### src/rtl/ahb_txn_arbiter.sv
// Round-robin arbiter that replays one granted command at a time
// on the AHB_module enable/Wr/address/data pins.
module ahb_txn_arbiter #(
    parameter int NREQ        = 4,
    parameter int XFER_CYCLES = 3
) (
    input  logic                 Hclk,
    input  logic                 Hresetn,
    input  logic [NREQ-1:0]      req,
    input  logic [NREQ-1:0]      req_wr,
    input  logic [2*NREQ-1:0]    req_sel,
    input  logic [32*NREQ-1:0]   req_addr,
    input  logic [32*NREQ-1:0]   req_d1,
    input  logic [32*NREQ-1:0]   req_d2,
    output logic [NREQ-1:0]      gnt,
    output logic [NREQ-1:0]      done,
    output logic [31:0]          rdata,
    output logic                 enable,
    output logic                 Wr,
    output logic [1:0]           slave_sel,
    output logic [31:0]          addr,
    output logic [31:0]          data_in_1,
    output logic [31:0]          data_in_2,
    input  logic [31:0]          d_out
);

    localparam int PW = (NREQ > 1) ? $clog2(NREQ) : 1;
    localparam int CW = $clog2(XFER_CYCLES + 1);

    localparam logic [0:0] S_IDLE = 1'b0;
    localparam logic [0:0] S_XFER = 1'b1;

    logic [0:0]      state_q, state_d;
    logic [CW-1:0]   cnt_q, cnt_d;
    logic [PW-1:0]   ptr_q, ptr_d;
    logic [PW-1:0]   owner_q, owner_d;
    logic            cwr_q, cwr_d;
    logic [31:0]     cd1_q, cd1_d;
    logic [31:0]     cd2_q, cd2_d;
    logic            enable_q, enable_d;
    logic            wr_q, wr_d;
    logic [1:0]      sel_q, sel_d;
    logic [31:0]     addr_q, addr_d;
    logic [31:0]     din1_q, din1_d;
    logic [31:0]     din2_q, din2_d;
    logic [NREQ-1:0] done_q, done_d;
    logic [31:0]     rdata_q, rdata_d;

    logic            any_req;
    logic [PW-1:0]   win;
    logic [PW-1:0]   ptr_nxt;

    // First asserted request at or after ptr, wrapping around.
    always_comb begin
        logic found;
        int   j;
        found = 1'b0;
        win   = '0;
        for (int k = 0; k < NREQ; k++) begin
            j = int'(ptr_q) + k;
            if (j >= NREQ) j = j - NREQ;
            if (!found && req[j]) begin
                found = 1'b1;
                win   = PW'(j);
            end
        end
    end

    assign any_req = |req;
    assign ptr_nxt = (win == PW'(NREQ - 1)) ? '0 : win + PW'(1);

    assign gnt = (Hresetn && state_q == S_IDLE && any_req)
               ? (NREQ'(1) << win) : '0;

    always_comb begin
        state_d  = state_q;
        cnt_d    = cnt_q;
        ptr_d    = ptr_q;
        owner_d  = owner_q;
        cwr_d    = cwr_q;
        cd1_d    = cd1_q;
        cd2_d    = cd2_q;
        enable_d = enable_q;
        wr_d     = wr_q;
        sel_d    = sel_q;
        addr_d   = addr_q;
        din1_d   = din1_q;
        din2_d   = din2_q;
        done_d   = '0;
        rdata_d  = rdata_q;
        unique case (state_q)
            S_IDLE: begin
                if (any_req) begin
                    state_d  = S_XFER;
                    cnt_d    = CW'(1);
                    ptr_d    = ptr_nxt;
                    owner_d  = win;
                    cwr_d    = req_wr[win];
                    cd1_d    = req_d1[32*win +: 32];
                    cd2_d    = req_d2[32*win +: 32];
                    enable_d = 1'b1;
                    wr_d     = 1'b0;
                    sel_d    = req_sel[2*win +: 2];
                    addr_d   = req_addr[32*win +: 32];
                end
            end
            S_XFER: begin
                if (cnt_q == CW'(XFER_CYCLES)) begin
                    state_d  = S_IDLE;
                    enable_d = 1'b0;
                    wr_d     = 1'b0;
                    done_d   = NREQ'(1) << owner_q;
                    if (!cwr_q) rdata_d = d_out;
                end else begin
                    cnt_d = cnt_q + CW'(1);
                    wr_d  = cwr_q;
                    // Write data appears together with the first Wr cycle.
                    if (cwr_q && cnt_q == CW'(1)) begin
                        din1_d = cd1_q;
                        din2_d = cd2_q;
                    end
                end
            end
            default: state_d = S_IDLE;
        endcase
    end

    always_ff @(posedge Hclk or negedge Hresetn) begin
        if (!Hresetn) begin
            state_q  <= S_IDLE;
            cnt_q    <= '0;
            ptr_q    <= '0;
            owner_q  <= '0;
            cwr_q    <= 1'b0;
            cd1_q    <= '0;
            cd2_q    <= '0;
            enable_q <= 1'b0;
            wr_q     <= 1'b0;
            sel_q    <= '0;
            addr_q   <= '0;
            din1_q   <= '0;
            din2_q   <= '0;
            done_q   <= '0;
            rdata_q  <= '0;
        end else begin
            state_q  <= state_d;
            cnt_q    <= cnt_d;
            ptr_q    <= ptr_d;
            owner_q  <= owner_d;
            cwr_q    <= cwr_d;
            cd1_q    <= cd1_d;
            cd2_q    <= cd2_d;
            enable_q <= enable_d;
            wr_q     <= wr_d;
            sel_q    <= sel_d;
            addr_q   <= addr_d;
            din1_q   <= din1_d;
            din2_q   <= din2_d;
            done_q   <= done_d;
            rdata_q  <= rdata_d;
        end
    end

    assign done      = done_q;
    assign rdata     = rdata_q;
    assign enable    = enable_q;
    assign Wr        = wr_q;
    assign slave_sel = sel_q;
    assign addr      = addr_q;
    assign data_in_1 = din1_q;
    assign data_in_2 = din2_q;

endmodule

### config.mk
export PLATFORM = sky130hd
export DESIGN_NAME = ahb_txn_arbiter
export DESIGN_NICKNAME = d
export VERILOG_FILES = /design/src/rtl/ahb_txn_arbiter.sv
export SDC_FILE = /design/constraint.sdc
export NUM_CORES = 1
export LEC_CHECK = 0
export CAP_MARGIN = 20
export CORE_AREA = 2 2 222 224
export CTS_CLUSTER_DIAMETER = 80
export DETAILED_ROUTE_END_ITERATION = 10
export DIE_AREA = 0 0 224 226
export DONT_BUFFER_PORTS = 1
export PLACE_DENSITY = 0.34
export SLEW_MARGIN = 40
export SYNTH_ARGS = -nofsm -noshare
export SYNTH_HDL_FRONTEND = slang
export SYNTH_SLANG_ARGS = --single-unit
### constraint.sdc
create_clock -name Hclk -period 2.1 [get_ports Hclk]
set_clock_uncertainty 0.1 [all_clocks]
set_input_delay 0.42 -clock Hclk [delete_from_list [all_inputs] [get_ports Hclk]]
set_output_delay 0.42 -clock Hclk [all_outputs]
set_load 0.05 [all_outputs]
# ---- After elaboration in Yosys (flattened, before gate mapping)
# Index checks and enable logic that the tools add are counted.
dict set report totals {
  inputBits 434
  elab_cells 104
  output_inout_bits 140
  reg_bits 208
}
dict set report op_classes {
  mux 41
  reduce_logical 15
  eq_ne 6
  n_addsub 9
  magnitude_cmp 9
  n_shift 6
  bitwise_logic 3
}
# operator count
set op_table {}
lappend op_table {{$shiftx A128 B8 Y32} 3}
lappend op_table {{$lt A32 B4 Y1 const B} 4}
lappend op_table {{$mux W32} 4}
lappend op_table {{$mux W1} 18}
lappend op_table {{$mux W2} 7}
lappend op_table {{$mux W4} 3}
lappend op_table {{$sub A3 B3 Y4 const B} 3}
lappend op_table {{$bmux W1 S2} 5}
lappend op_table {{$ge A3 B3 Y1 const B} 3}
lappend op_table {{$shiftx A8 B4 Y2} 1}
lappend op_table {{$shl A1 B2 Y4 const A} 2}
lappend op_table {{$add A2 B2 Y3 const B} 2}
lappend op_table {{$logic_and A1 B1 Y1} 6}
lappend op_table {{$pmux W1 S2} 3}
lappend op_table {{$reduce_and A2 Y1} 3}
lappend op_table {{$reduce_and A3 Y1} 2}
lappend op_table {{$add A2 B1 Y2 const B} 2}
lappend op_table {{$eq A2 B2 Y1 const B} 2}
lappend op_table {{$ne A2 B2 Y1 const B} 2}
lappend op_table {{$pmux W2 S2} 1}
lappend op_table {{$reduce_or A4 Y1} 1}
lappend op_table {{$sub A2 B3 Y4 const B} 1}
lappend op_table {{$add A2 B1 Y3 const B} 1}
lappend op_table {{$ge A2 B3 Y1 const B} 1}
lappend op_table {{5 further kinds} 9}

# ---- Longest topological paths before layout
# Gate-level depths: netlist of run 1.
dict set report depth {
  depth_word 17
  depth_mapped 11
  ltp_nobuf 7
}

# ---- Least setup slack after synthesis of run 1
# OpenSTA, ideal clock, no wires.
dict set report synth_path {
  path_type {reg-to-output}
  start {register ptr_q[1]}
  end {output port gnt[0]}
  path_slack_ns -0.949
  stages_incl_launch_ff 10
  required_time_ns 1.580
  path_buffers 4
  arrival_time_ns 2.529
  path_cell_list {dfrtp_1 -> nand2b_1 -> a21o_1 -> buf_2 -> nand3_2 -> buf_6 -> buf_6 -> buf_6 -> inv_2 -> nor3_1}
}
dict set report synth_via {
  elab_chain_len 17
  elab_cells_between_ends 42
  cone_classes {add/sub (7); order compare (4); shift (1); mux (24); reduce/logical (6)}
}
# item line
set synth_lines {}
lappend synth_lines {{start, declared} 35} ;# logic [PW-1:0] ptr_q, ptr_d;
lappend synth_lines {{start signal, assigned} 148} ;# ptr_q <= ptr_d;
lappend synth_lines {{parallel branches: the longest is 14 deep, another holds $sub A3 B3 Y4} n/a}
lappend synth_lines {{$mux W2 *} 62} ;# if (!found && req[j]) begin
lappend synth_lines {{$shl A1 B2 Y4 *} 73} ;# ? (NREQ'(1) << win) : '0;
lappend synth_lines {{$mux W4 *} 73}
lappend synth_lines {{end, declared} 15} ;# output logic [NREQ-1:0] gnt,
# Mark *: on every way between the ends. The select of a mux whose other input is x is not followed.

# ---- Worst setup path in the final report of run 1
dict set report layout_path {
  start {register ptr_q[1]}
  end {output port gnt[3]}
}
# The elaborated chain is that of the path after synthesis.

==> impl_metrics.toml, run 1 <==
[die]
io_pins = 574
start_util_pct = 23.3
rows = 81
dieArea_mm2 = 0.0506
coreArea_mm2 = 0.0483
fp.dieH_um = 226
die_w_um = 224

[logic_synthesis]
yosysSeqAreaShare_pct = 46.3
async_flop_share_pct = 100
synthesis.nets = 1426
synthCells = 989
yosys_most_used_dff = "dfrtp_1"
synth.avg_cell_area_um2 = 11.4
synth_edf_count = 0
synth_area_mm2 = 0.0112
yosysWarnings = 0
synth_cell_types = 42
ys_seq_elements = 208

[grt]
first_global_vias = 9227
grt_usage_pct = 17.1
antenna_found_initial = 2
gr-total-overflow = 0
grt_first_pass_wirelength_um = 64500
grt_max_degree = 211

[critical_path]
crit_required_ps = 1580
worst_setup_path_end_kind = "output pin"
crit_arrival_ps = 2120
cp-start-kind = "register"
reg2reg_depth = 9
worst-path-max-fanout = 7
r2r-start = "ptr_q[1]$_DFFE_PN0P_"
critPathKind = "register to output pin"
rr_endpoint = "cd1_q[23]$_DFFE_PN0P_"
ff2ff_setup_slack_ps = 10

[status]
violations = "negative hold slack, negative setup slack"
status = "finished with violations"

[sta]
slew_headroom_pct = 54.1
rsz0062_at_grt = "true"
setup_violations = 4
setup_slack_ps = -537
worst_slew_pin_slew_ps = 689
finalMaxSlewViolations = 0
fmax_mhz = 379
period_share_pct = 126
hold_slack_ps = -555
fin_crit_ps = 2640
hold_viol = 208

[final_layout]
final_core_util_pct = 30.8
area_delta_synth_final_pct = 32.6
multi_input_area_mm2 = 0.00586
final_layout_size_suffix_gt1_share_pct = 29.3
seqCellArea_mm2 = 0.00521
finalNetCount = 1521
nFillCells = 4932

[clock_network]
htreeDepth = 1
clkTransAtPathRegs_ps = 60
cts_buffer_depth = 3
numCtsBuffers = 28
clk_latency_ps = 570
cts_sinks = 208
cts_root_buffer = "clkbuf_16"
cts_tree = "done"

[detailed_routing]
post-route-drc-count = 0
dr.pass1.iters = 4
routed_wl_um = 46300
first_iter_violations = 417
post_drt_via_cell_ratio = 5.11
wl_per_cell_um = 26.8
antenna_left = 0
vias = 8824

[run]
cap_violations = 0

[pwr]
powerDensity_mw_per_mm2 = 1780
ir_drop_mv = 0.647
power_leakage_nw = 5.81

[place]
dp_hpwl_um = 31300
io_buffers = 0
dp_slack_ps = -134
gp_congestion = 0.784

[min_path]
hold_path.class = "primary input to asynchronous set/reset pin"
==> layout make-up <==
| cell class | count | area share [%] |
|---|---|---|
| Sequential cell | 208 | 34.9 |
| Tap cell | 622 | 5.22 |
| Clock buffer | 38 | 5.42 |
| Inverter | 3 | 0.151 |
| Timing Repair Buffer | 169 | 14.1 |
| Clock inverter | 12 | 0.915 |
| Multi-Input combinational cell | 674 | 39.3 |
| Antenna cell | 1 | 0.0168 |
==> synth_stat cells (14+ instances only) <==
library cell	n	share of area, %
a211oi_1	120	8.0
buf_2	17	0.76
buf_4	14	0.93
o31ai_1	24	1.6
clkbuf_1	57	1.9
a211o_1	23	1.8
nor2_1	82	2.7
dfrtp_1	208	46
a211oi_2	33	3.7
mux2i_1	100	8.9
o211ai_1	23	1.5
nand2_1	34	1.1
mux2_2	95	9.5
nand4_1	23	1.3
and4_1	77	6.0
==> through the flow <==
stage,instances,hold slack (ps),TNS (ps),cell area [um2],total power [mW]
6_report,1727,-555,-2080,14900,26.6
5_1_grt,1727,-586,-3620,14900,28.0
4_1_cts,1715,-587,-2240,14500,26.5
3_5_place_dp,1573,30.1,-6880,12400,20.8
3_3_place_gp,1573,28.9,-4960,12400,20.6
2_1_floorplan,989,24.4,-960,11300,17.6
==> report_power, final <==
part | leakage (nW) | switching, mW | internal [mW] | total, mW
clock network | 0.471 | 1.97 | 2.94 | 4.91
registers | 2.39 | 6.19 | 5.95 | 12.1
logic | 2.95 | 4.80 | 4.73 | 9.53
==> worst max-delay path, cell delays in order, from the launching register on <==
cell and delay [ps]:
dfrtp_2 450, nor2b_2 190, o21ai_4 150, nand3_4 110, buf_12 160, inv_8 70, ha_1 140, and3_4 290
==> kinds of logic (layout without fill, tap and decap cells) <==
kind of cell,count (synthesis),after routing,share of synthesized area [%]
AOI/OAI and AO/OA,235,235,17.4
xor gates and xnor gates,1,1,0.0779
adders and majority gates,3,3,0.334
buffers and inverters,107,222,4.90
DFF,208,208,46.3
muxes,196,196,18.5
other,0,1,0
and+or+nand+nor,239,239,12.5
==> worst max path at each step <==
stage	startpoint	end	slack, ps	depth (start not counted)
finish	ptr_q[1]$_DFFE_PN0P_	gnt[3]	-540	7
global route	ptr_q[0]$_DFFE_PN0P_	gnt[0]	-630	7
CTS	ptr_q[0]$_DFFE_PN0P_	gnt[1]	-570	7
detailed placement	ptr_q[1]$_DFFE_PN0P_	addr[15]$_DFFE_PN0P_	-130	7
global placement	req[3]	gnt[0]	-100	7
floorplan	ptr_q[1]$_DFFE_PN0P_	gnt[0]	-250	9
==> flip-flops by register name (all words and copies together) (netlist names) <==
| register | cells |
|---|---|
| Wr | 1 |
| addr | 32 |
| cd1_q | 32 |
| cd2_q | 32 |
| cnt_q | 2 |
| cwr_q | 1 |
| data_in_1 | 32 |
| data_in_2 | 32 |
| done | 4 |
| enable | 1 |
| owner_q | 2 |
| ptr_q | 2 |
| rdata | 32 |
| slave_sel | 2 |
| state_q | 1 |
==> cell usage in the layout, fill, tap and decap left out, types with 3 or more instances in the layout <==
cell type      synthesis  routed
a211oi_2              33      42
buf_12                 0      26
ha_1                   3       3
buf_4                 14      40
inv_6                  0       3
mux2i_2                0      20
o31ai_1               24      24
clkinv_2               0       5
nand2_1               34      34
nand4_1               23      23
a211o_1               23      23
mux2_2                95      95
clkbuf_8               0       7
clkbuf_1              57       3
and4_1                77      77
a211oi_1             120     106
buf_16                 0       8
o211ai_1              23      23
dfrtp_1              208     207
nor2_1                82      80
dlygate4sd3_1          0      85
nor3_4                 0       3
clkbuf_16              0      32
buf_6                  7       4
mux2i_4                0       6
a21oi_1                4       3
mux2i_1              100      74
a211oi_4               0       5
==> metal layers <==
metal  vias to the layer above  wire, um  part of all wire (%)  track usage (%)
li1                       4006         -                     -                -
met1                      4407     19300                    42             21.4
met2                       359     22600                    49             29.3
met3                        50      3440                   7.4             4.85
met4                         2      1010                   2.2             3.81
met5                         -        13                 0.028                0
==> timing repair <==
item / in CTS / in global routing
cloned: 6 / 4
hold buffers: 78 / 7
setup buffers: 9 / 0
endpoints found under the hold margin: 267 / 213
pin swaps: 3 / 3
gates resized for setup: 32 / 43
endpoints found under the setup margin: 86 / 68
No activity file was read; power rests on OpenSTA's default activity.
==> run 2, diff against run 1 <==
--- a/config.mk
+++ b/config.mk
@@ -7,7 +7,6 @@
 export LEC_CHECK = 0
 export CAP_MARGIN = 20
 export CORE_AREA = 2 2 222 224
-export CTS_CLUSTER_DIAMETER = 80
 export DETAILED_ROUTE_END_ITERATION = 10
 export DIE_AREA = 0 0 224 226
 export DONT_BUFFER_PORTS = 1
==> impl_metrics.toml, run 2 (same netlist as run 1, synthesis figures left out) <==
[grt]
grt_usage_pct = 17.3
first_global_vias = 9221
grt_max_degree = 211
grt_first_pass_wirelength_um = 65000
antenna_found_initial = 3
gr-total-overflow = 0

[critical_path]
worstPathCellList = "buf_4 -> nor2_4 -> o21ai_4 -> nand3_4 -> buf_12 -> inv_8 -> ha_1 -> and3_4"
crit_arrival_ps = 2120
critPathKind = "register to output pin"
critPathMaxStageDelay_ps = 430
slowest_stage = "dfrtp_2"
reg2reg_depth = 11
worst_setup_path_end_kind = "output pin"
worst-path-max-fanout = 7
rr_endpoint = "addr[6]$_DFFE_PN0P_"
r2r-start = "ptr_q[1]$_DFFE_PN0P_"
crit_required_ps = 1580
cp-start-kind = "register"
ff2ff_setup_slack_ps = -140

[die]
coreArea_mm2 = 0.0483
fp.dieH_um = 226
start_util_pct = 23.3
dieArea_mm2 = 0.0506
rows = 81
io_pins = 574
die_w_um = 224

[sta]
setup_violations = 44
period_share_pct = 126
fin_crit_ps = 2640
rsz0062_at_grt = "true"
slew_headroom_pct = 53.7
setup_slack_ps = -536
finalMaxSlewViolations = 0
hold_slack_ps = -540
hold_viol = 208
worst_slew_pin_slew_ps = 695
fmax_mhz = 379

[pwr]
switching_power_mw = 13.2
ir_drop_mv = 0.627
combPwrFrac_pct = 38.0
clkPwrFrac_pct = 17.4
p_seq_share_pct = 44.6
power_leakage_nw = 5.91
powerDensity_mw_per_mm2 = 1770
p_int_mw = 14.0
netSwitchingFraction_pct = 48.6

[clock_network]
cts_root_buffer = "clkbuf_16"
clk_latency_ps = 560
cts_tree = "done"
cts_sinks = 208
numCtsBuffers = 27
htreeDepth = 1
clkTransAtPathRegs_ps = 70
cts_buffer_depth = 3

[detailed_routing]
routed_wl_um = 48100
dr.pass1.iters = 4
wl_per_cell_um = 27.7
first_iter_violations = 396
post-route-drc-count = 0
vias = 8999
post_drt_via_cell_ratio = 5.18
antenna_left = 0

[place]
gp_congestion = 0.784
dp_hpwl_um = 31300
io_buffers = 0
dp.cells = 1573

[run]
cap_violations = 0

[min_path]
hold_path.class = "primary input to asynchronous set/reset pin"

[status]
violations = "negative hold slack, negative setup slack"
status = "finished with violations"

[final_layout]
layout_commonest_cell = "dfrtp_1"
final_layout_size_suffix_gt1_share_pct = 32.9
finalNetCount = 1531
fin_cells = 1738
final_core_util_pct = 31.8
nFillCells = 4837
area_delta_synth_final_pct = 36.6
layout_common_cells = "dfrtp_1 (207), mux2_2 (95), a211oi_1 (91), nor2_1 (80), dlygate4sd3_1 (80)"
## run 2: cell count changes in the layout (fill, tap and decap cells not counted), sizes merged
| cell | delta |
|---|---|
| buf | +13 |
| dlygate4sd3 | -5 |
| inv | -2 |
| clkbuf | +4 |
| bufbuf | -1 |
| clkinvlp | +2 |
## run 2: area by class of cell
cell class              count  area, um2  area share, %
diodes                      1       2.50         0.0163
clock buffers              38        777           5.06
clock inverters            12        119          0.774
inverters                   3       22.5          0.147
multi-input cells         674       6100           39.7
flip-flops and latches    208       5210           33.9
well taps                 622        778           5.07
repair buffers            180       2350           15.3
## run 2: routing by layer
metal / vias to the layer above / wire length (um) / GRT usage [%]
met2: 405 / 23300 / 29.2
met1: 4518 / 20100 / 22.2
met5: - / 13 / 0
met3: 42 / 3960 / 4.64
met4: 2 / 707 / 3.83
li1: 4032 / - / -
## run 2: what timing repair did
| item | in CTS | in global routing |
|---|---|---|
| endpoints found under the hold margin | 264 | 213 |
| pin swaps | 6 | 21 |
| setup endpoints to repair | 85 | 91 |
| hold buffers | 73 | 7 |
| gates cloned | 8 | 9 |
| resized for setup | 48 | 85 |
| buffers inserted | 12 | 8 |
## run 2: worst max path at each step
stage | start | endpoint | slack (ps) | depth (start not counted)
2_1_floorplan | ptr_q[1]$_DFFE_PN0P_ | gnt[0] | -250 | 9
3_3_place_gp | req[3] | gnt[0] | -100 | 7
3_5_place_dp | ptr_q[1]$_DFFE_PN0P_ | addr[15]$_DFFE_PN0P_ | -130 | 7
4_1_cts | ptr_q[0]$_DFFE_PN0P_ | gnt[1] | -560 | 7
5_1_grt | ptr_q[0]$_DFFE_PN0P_ | gnt[0] | -630 | 7
6_report | ptr_q[1]$_DFFE_PN0P_ | gnt[3] | -540 | 8
## run 2: power by group through the flow
stage	sequential, mW	clock [mW]	combinational, mW
2_1_floorplan	11.5	0	6.16
3_3_place_gp	12.3	0	8.32
3_5_place_dp	12.3	0	8.47
4_1_cts	12.2	4.90	9.48
5_1_grt	12.4	5.08	11.2
6_report	12.1	4.74	10.3
## run 2: critical path, delay by kind of cell, from the launching register on
family	cells	cell delay, ps
AND/OR/NAND/NOR	3	450
flip-flops	1	430
buffers and inverters	3	360
AO/OA/AOI/OAI	1	160
adder cells (fa/ha/maj)	1	140
## run 2: metrics by stage
stage	total power, mW	setup TNS, ps	setup WS (ps)	instance area (um2)
2_1_floorplan	17.6	-960	-249	11300
3_3_place_gp	20.6	-4960	-104	12400
3_5_place_dp	20.8	-6880	-134	12400
4_1_cts	26.6	-3490	-563	14600
5_1_grt	28.7	-7750	-627	15400
6_report	27.2	-4080	-536	15400
==> edit 1 (settings of run 1) <==
Make the reset (`Hresetn`) synchronous in one clocked block.
--- a/src/rtl/ahb_txn_arbiter.sv
+++ b/src/rtl/ahb_txn_arbiter.sv
@@ -125,7 +125,7 @@
         endcase
     end
 
-    always_ff @(posedge Hclk or negedge Hresetn) begin
+    always_ff @(posedge Hclk) begin
         if (!Hresetn) begin
             state_q  <= S_IDLE;
             cnt_q    <= '0;
Behaviour: differs if Hresetn is asserted again (counterexample within 4 cycles, from zero or initial values and one cycle with Hresetn low); with Hresetn held inactive, the same outputs for 4 cycles.
==> edit 1 against run 1 <==
The run now fails in 4_1_cts; synthesized area is 19% lower.
==> edit 1: results (changes against run 1) <==
Placement
  – Detailed-placement wirelength estimate: 26.7 mm (was 31.3 mm)
  – Placed Area: 10,100 sq um (was 12,400 sq um)
  – Number of buffer cells added on primary ports: 0 (unchanged)
  – Routability Congestion: 0.751 (was 0.784)

Synthesis
  – Unique cell type count in the Yosys netlist: 35 (was 42)
  – Cell types with the highest counts after synthesis: 252 x nand2_1, 208 x dfxtp_1, 155 x mux2i_1, 106 x a21oi_1, 53 x o221ai_1 (was 208 x dfrtp_1, 120 x a211oi_1, 100 x mux2i_1, 95 x mux2_2, 82 x nor2_1)
  – Async set or reset register ratio after synthesis: 0% (was 100%)
  – Synthesis warning total: 0 (unchanged)
  – Register bit total from synthesis: 208 (unchanged)
  – Synth Flop Type: dfxtp_1 (was dfrtp_1)
  – Leading cell types by total area after synthesis: dfxtp_1 46%, mux2i_1 17%, nand2_1 10% (was dfrtp_1 46%, mux2_2 9.5%, mux2i_1 8.9%)
  – Cell area after synthesis: 9110 sq um (was 11,200 sq um)
  – Net Count, Synth: 1,439 (was 1,426)
  – Proportion of synthesized chip area in sequential cells: 45.7% (was 46.3%)

CTS
  – Number of levels the H-tree was split into: 1 (unchanged)
  – Deepest clock path buffer count: 3 (unchanged)
  – Count of hold buffers inserted by post-cts repair: 332 (was 78)
  – Number of buffers inserted during clock tree synthesis: 27 (was 28)
  – Resized Gates After CTS: 21 (was 32)
  – Post-CTS Setup Repair Bufs: 11 (was 9)
  – Root cell of the clock tree: clkbuf_16 (unchanged)

Status
  – Outcome: did not finish (was complete, but fails checks)
  – Failing step: 4_1_cts
  – Tool error: [ERROR RSZ-0060] Max buffer count reached.
==> edit 1: cell count changes after synthesis, moves of 53 or more <==
cell      change
nand2_1     +218
dfrtp_1     -208
dfxtp_1     +208
a211oi_1    -120
a21oi_1     +102
mux2_2       -95
and4_1       -77
nor2_1       -65
mux2i_1      +55
o221ai_1     +53
==> edit 1: logic make-up after synthesis <==
group | count (synthesis) | synth area share [%]
compound gates | 261 | 19.4
flops | 208 | 45.7
buf+inv | 90 | 5.03
mux | 155 | 17.0
simple gates | 285 | 12.4
fa+ha+maj | 3 | 0.412
==> edit 1: through the flow <==
| step | setup WS [ps] | hold WS [ps] | cells |
|---|---|---|---|
| 2_1_floorplan | -103 | 330 | 1002 |
| 3_3_place_gp | -142 | 340 | 1592 |
| 3_5_place_dp | -175 | 347 | 1592 |
==> edit 2 (config.mk and constraints of run 1) <==
Without the edit above. Set the parameter `XFER_CYCLES` to 6 (it was 3).
--- a/src/rtl/ahb_txn_arbiter.sv
+++ b/src/rtl/ahb_txn_arbiter.sv
@@ -2,7 +2,7 @@
 // on the AHB_module enable/Wr/address/data pins.
 module ahb_txn_arbiter #(
     parameter int NREQ        = 4,
-    parameter int XFER_CYCLES = 3
+    parameter int XFER_CYCLES = 6
 ) (
     input  logic                 Hclk,
     input  logic                 Hresetn,
Function: no difference found for any inputs over 4 cycles, from zero or initial values and one cycle with Hresetn low; that may be too few to reach the edited logic, so the function may still have changed.
==> edit 2 against run 1 <==
The flow still finishes with violations (hold timing, setup timing); largest power group unchanged; synthesized area decreased by 9.0%; critical path type unchanged; sequential cell count increased by 1; critical path depth decreased by 1; worst setup slack improved by 90 ps; die area unchanged; cell area increased by 22%; non-clock buffer count increased by 254; routed wire length decreased by 8.5%; power increased by 5.1%; clock power increased by 4%.
==> edit 2: results (changes against run 1) <==
Synthesis
  – Cell types with the highest counts after synthesis: 209 x dfrtp_1, 198 x mux2i_1, 112 x nand2_1, 98 x o221ai_1, 95 x mux2_2 (was 208 x dfrtp_1, 120 x a211oi_1, 100 x mux2i_1, 95 x mux2_2, 82 x nor2_1)
  – Proportion of synthesized chip area in sequential cells: 51.1% (was 46.3%)
  – Leading cell types by total area after synthesis: dfrtp_1 51%, mux2i_1 19%, mux2_2 10% (was dfrtp_1 46%, mux2_2 9.5%, mux2i_1 8.9%)
  – Post-Syn Instances: 833 (was 989)
  – Unique cell type count in the Yosys netlist: 32 (was 42)
  – Net Count, Synth: 1,271 (was 1,426)

Finish
  – FF+latch area: 5230 sq um (was 5210 sq um)
  – Ratio of cells with drive above 1 in the final layout: 33.4% (was 29.3%)
  – Fill count: 4,535 (was 4,932)
  – Nets@finish: 1,655 (was 1,521)

Worst setup path
  – Crit-path max FO: 4 (was 7)
  – Register-to-Register Setup Slack: -180 ps (was 10 ps)
  – Worst R2R Path Depth: 11 (was 9)
  – Endpoint of the worst register-to-register path: cd2_q[18]$_DFFE_PN0P_ (was cd1_q[23]$_DFFE_PN0P_)
  – Data arrival at the endpoint of the critical path: 2030 ps (was 2120 ps)
  – FF-to-FF Start: ptr_q[0]$_DFFE_PN0P_ (was ptr_q[1]$_DFFE_PN0P_)

Power and ir drop
  – Lkg Pwr: 7.52 nW (was 5.81 nW)
  – P_int: 0.0155 W (was 0.0136 W)
  – Peak supply drop: 0.000734 V (was 0.000647 V)
  – Power density cells: 1540 nW/um^2 (was 1780 nW/um^2)

Global route
  – Total global routing track utilization: 14.7% (was 17.1%)
  – First-pass GRT wire length: 56.7 mm (was 64.5 mm)
  – Antenna violations before repair: 3 (was 2)
  – Vias in the first global route: 9,073 (was 9,227)
  – Maximum number of pins on one net before global-route repair: 212 (was 211)

Routing
  – Drt via density: 4.75 (was 5.11)
  – Routed len/inst: 22.8 microns (was 26.8 microns)
  – Drt initial violations: 353 (was 417)
  – Final Routed Wirelength: 42.4 mm (was 46.3 mm)
  – DR pass1 iterations: 5 (was 4)

Placement
  – Routability Congestion: 0.800 (was 0.784)
  – Cell total after placement: 1,432 (was 1,573)
  – Number of buffer cells added on primary ports: 0 (unchanged)
  – Detailed-placement wirelength estimate: 24.9 mm (was 31.3 mm)
  – Placed Area: 11,400 sq um (was 12,400 sq um)

Status
  – Failing checks: hold timing, setup timing (unchanged)
  – Outcome: complete, but fails checks (unchanged)

Timing
  – Total of endpoints with negative setup slack in the final report: 97 (was 4)
  – Worst hold slack after final layout: -536 ps (was -555 ps)
  – Slew headroom: 58.5% (was 54.1%)
  – Final hold violation count: 209 (was 208)
  – Fin worst setup slack: -448 ps (was -537 ps)

CTS
  – Clock insertion delay at the later pin of the skew report: 550 ps (was 570 ps)
  – Deepest clock path buffer count: 3 (unchanged)
[edit 2: worst max path at each step]
stage / start / endpoint / slack [ps]
2_1_floorplan: req[1] / gnt[1] / -70
3_3_place_gp: req[1] / cd2_q[10]$_DFFE_PN0P_ / -60
3_5_place_dp: req[1] / cd2_q[10]$_DFFE_PN0P_ / -100
4_1_cts: ptr_q[0]$_DFFE_PN0P_ / gnt[3] / -460
5_1_grt: ptr_q[1]$_DFFE_PN0P_ / gnt[3] / -530
6_report: ptr_q[1]$_DFFE_PN0P_ / gnt[3] / -450
[edit 2: cells by family after synthesis]
group	count (synthesis)	share of synthesized area [%]
multiplexers	294	29.9
flip-flops	209	51.1
AND/OR/NAND/NOR	137	5.62
AO/OA/AOI/OAI	113	9.34
buffers and inverters	76	3.56
adder cells (fa/ha/maj)	4	0.489
[edit 2: power groups by stage]
stage	Combinational, W	Sequential, W	Clock [W]
final	0.0110	0.0118	0.00509
after global routing	0.0118	0.0120	0.00545
after CTS	0.00892	0.0118	0.00527
after detailed placement	0.00663	0.0119	0
after global placement	0.00656	0.0120	0
after floorplan	0.00504	0.0112	0
[edit 2: routing by layer]
layer  global-route usage [%]  routed length (microns)
met5                        0                       27
met4                     4.15                     1370
met3                     3.38                     2980
met2                     27.7                    22500
met1                     16.5                    15500
[edit 2: metrics by stage]
stage          setup WS (ps)  TNS, ps
2_1_floorplan          -68.9     -251
3_3_place_gp           -62.0     -164
3_5_place_dp            -104     -680
4_1_cts                 -463   -29170
5_1_grt                 -533   -19000
6_report                -448   -10400
[edit 2: worst max-delay path, stage by stage, from the launching register on]
cell and delay (ps):
dfrtp_2 440, a21o_1 170, a21oi_1 140, o22a_2 210
buf_12 120, ha_4 110, and3_4 270
[edit 2: cell type report]
type,count,share of cell area (%)
tap,622,4.29
inverter,7,0.186
antenna,1,0.0138
timing repair buffer,423,27.1
clock inverter,10,0.765
clock buffer,41,4.74
multi-input combinational,548,34.1
sequential,209,28.8
[edit 2: repair_timing]
action / in CTS / in global routing
buffers inserted: 18 / 16
setup endpoints to repair: 57 / 103
endpoints found under the hold margin: 312 / 247
pin swaps: 40 / 47
hold buffers: 232 / 97
gates cloned: 14 / 8
resized for setup: 106 / 200
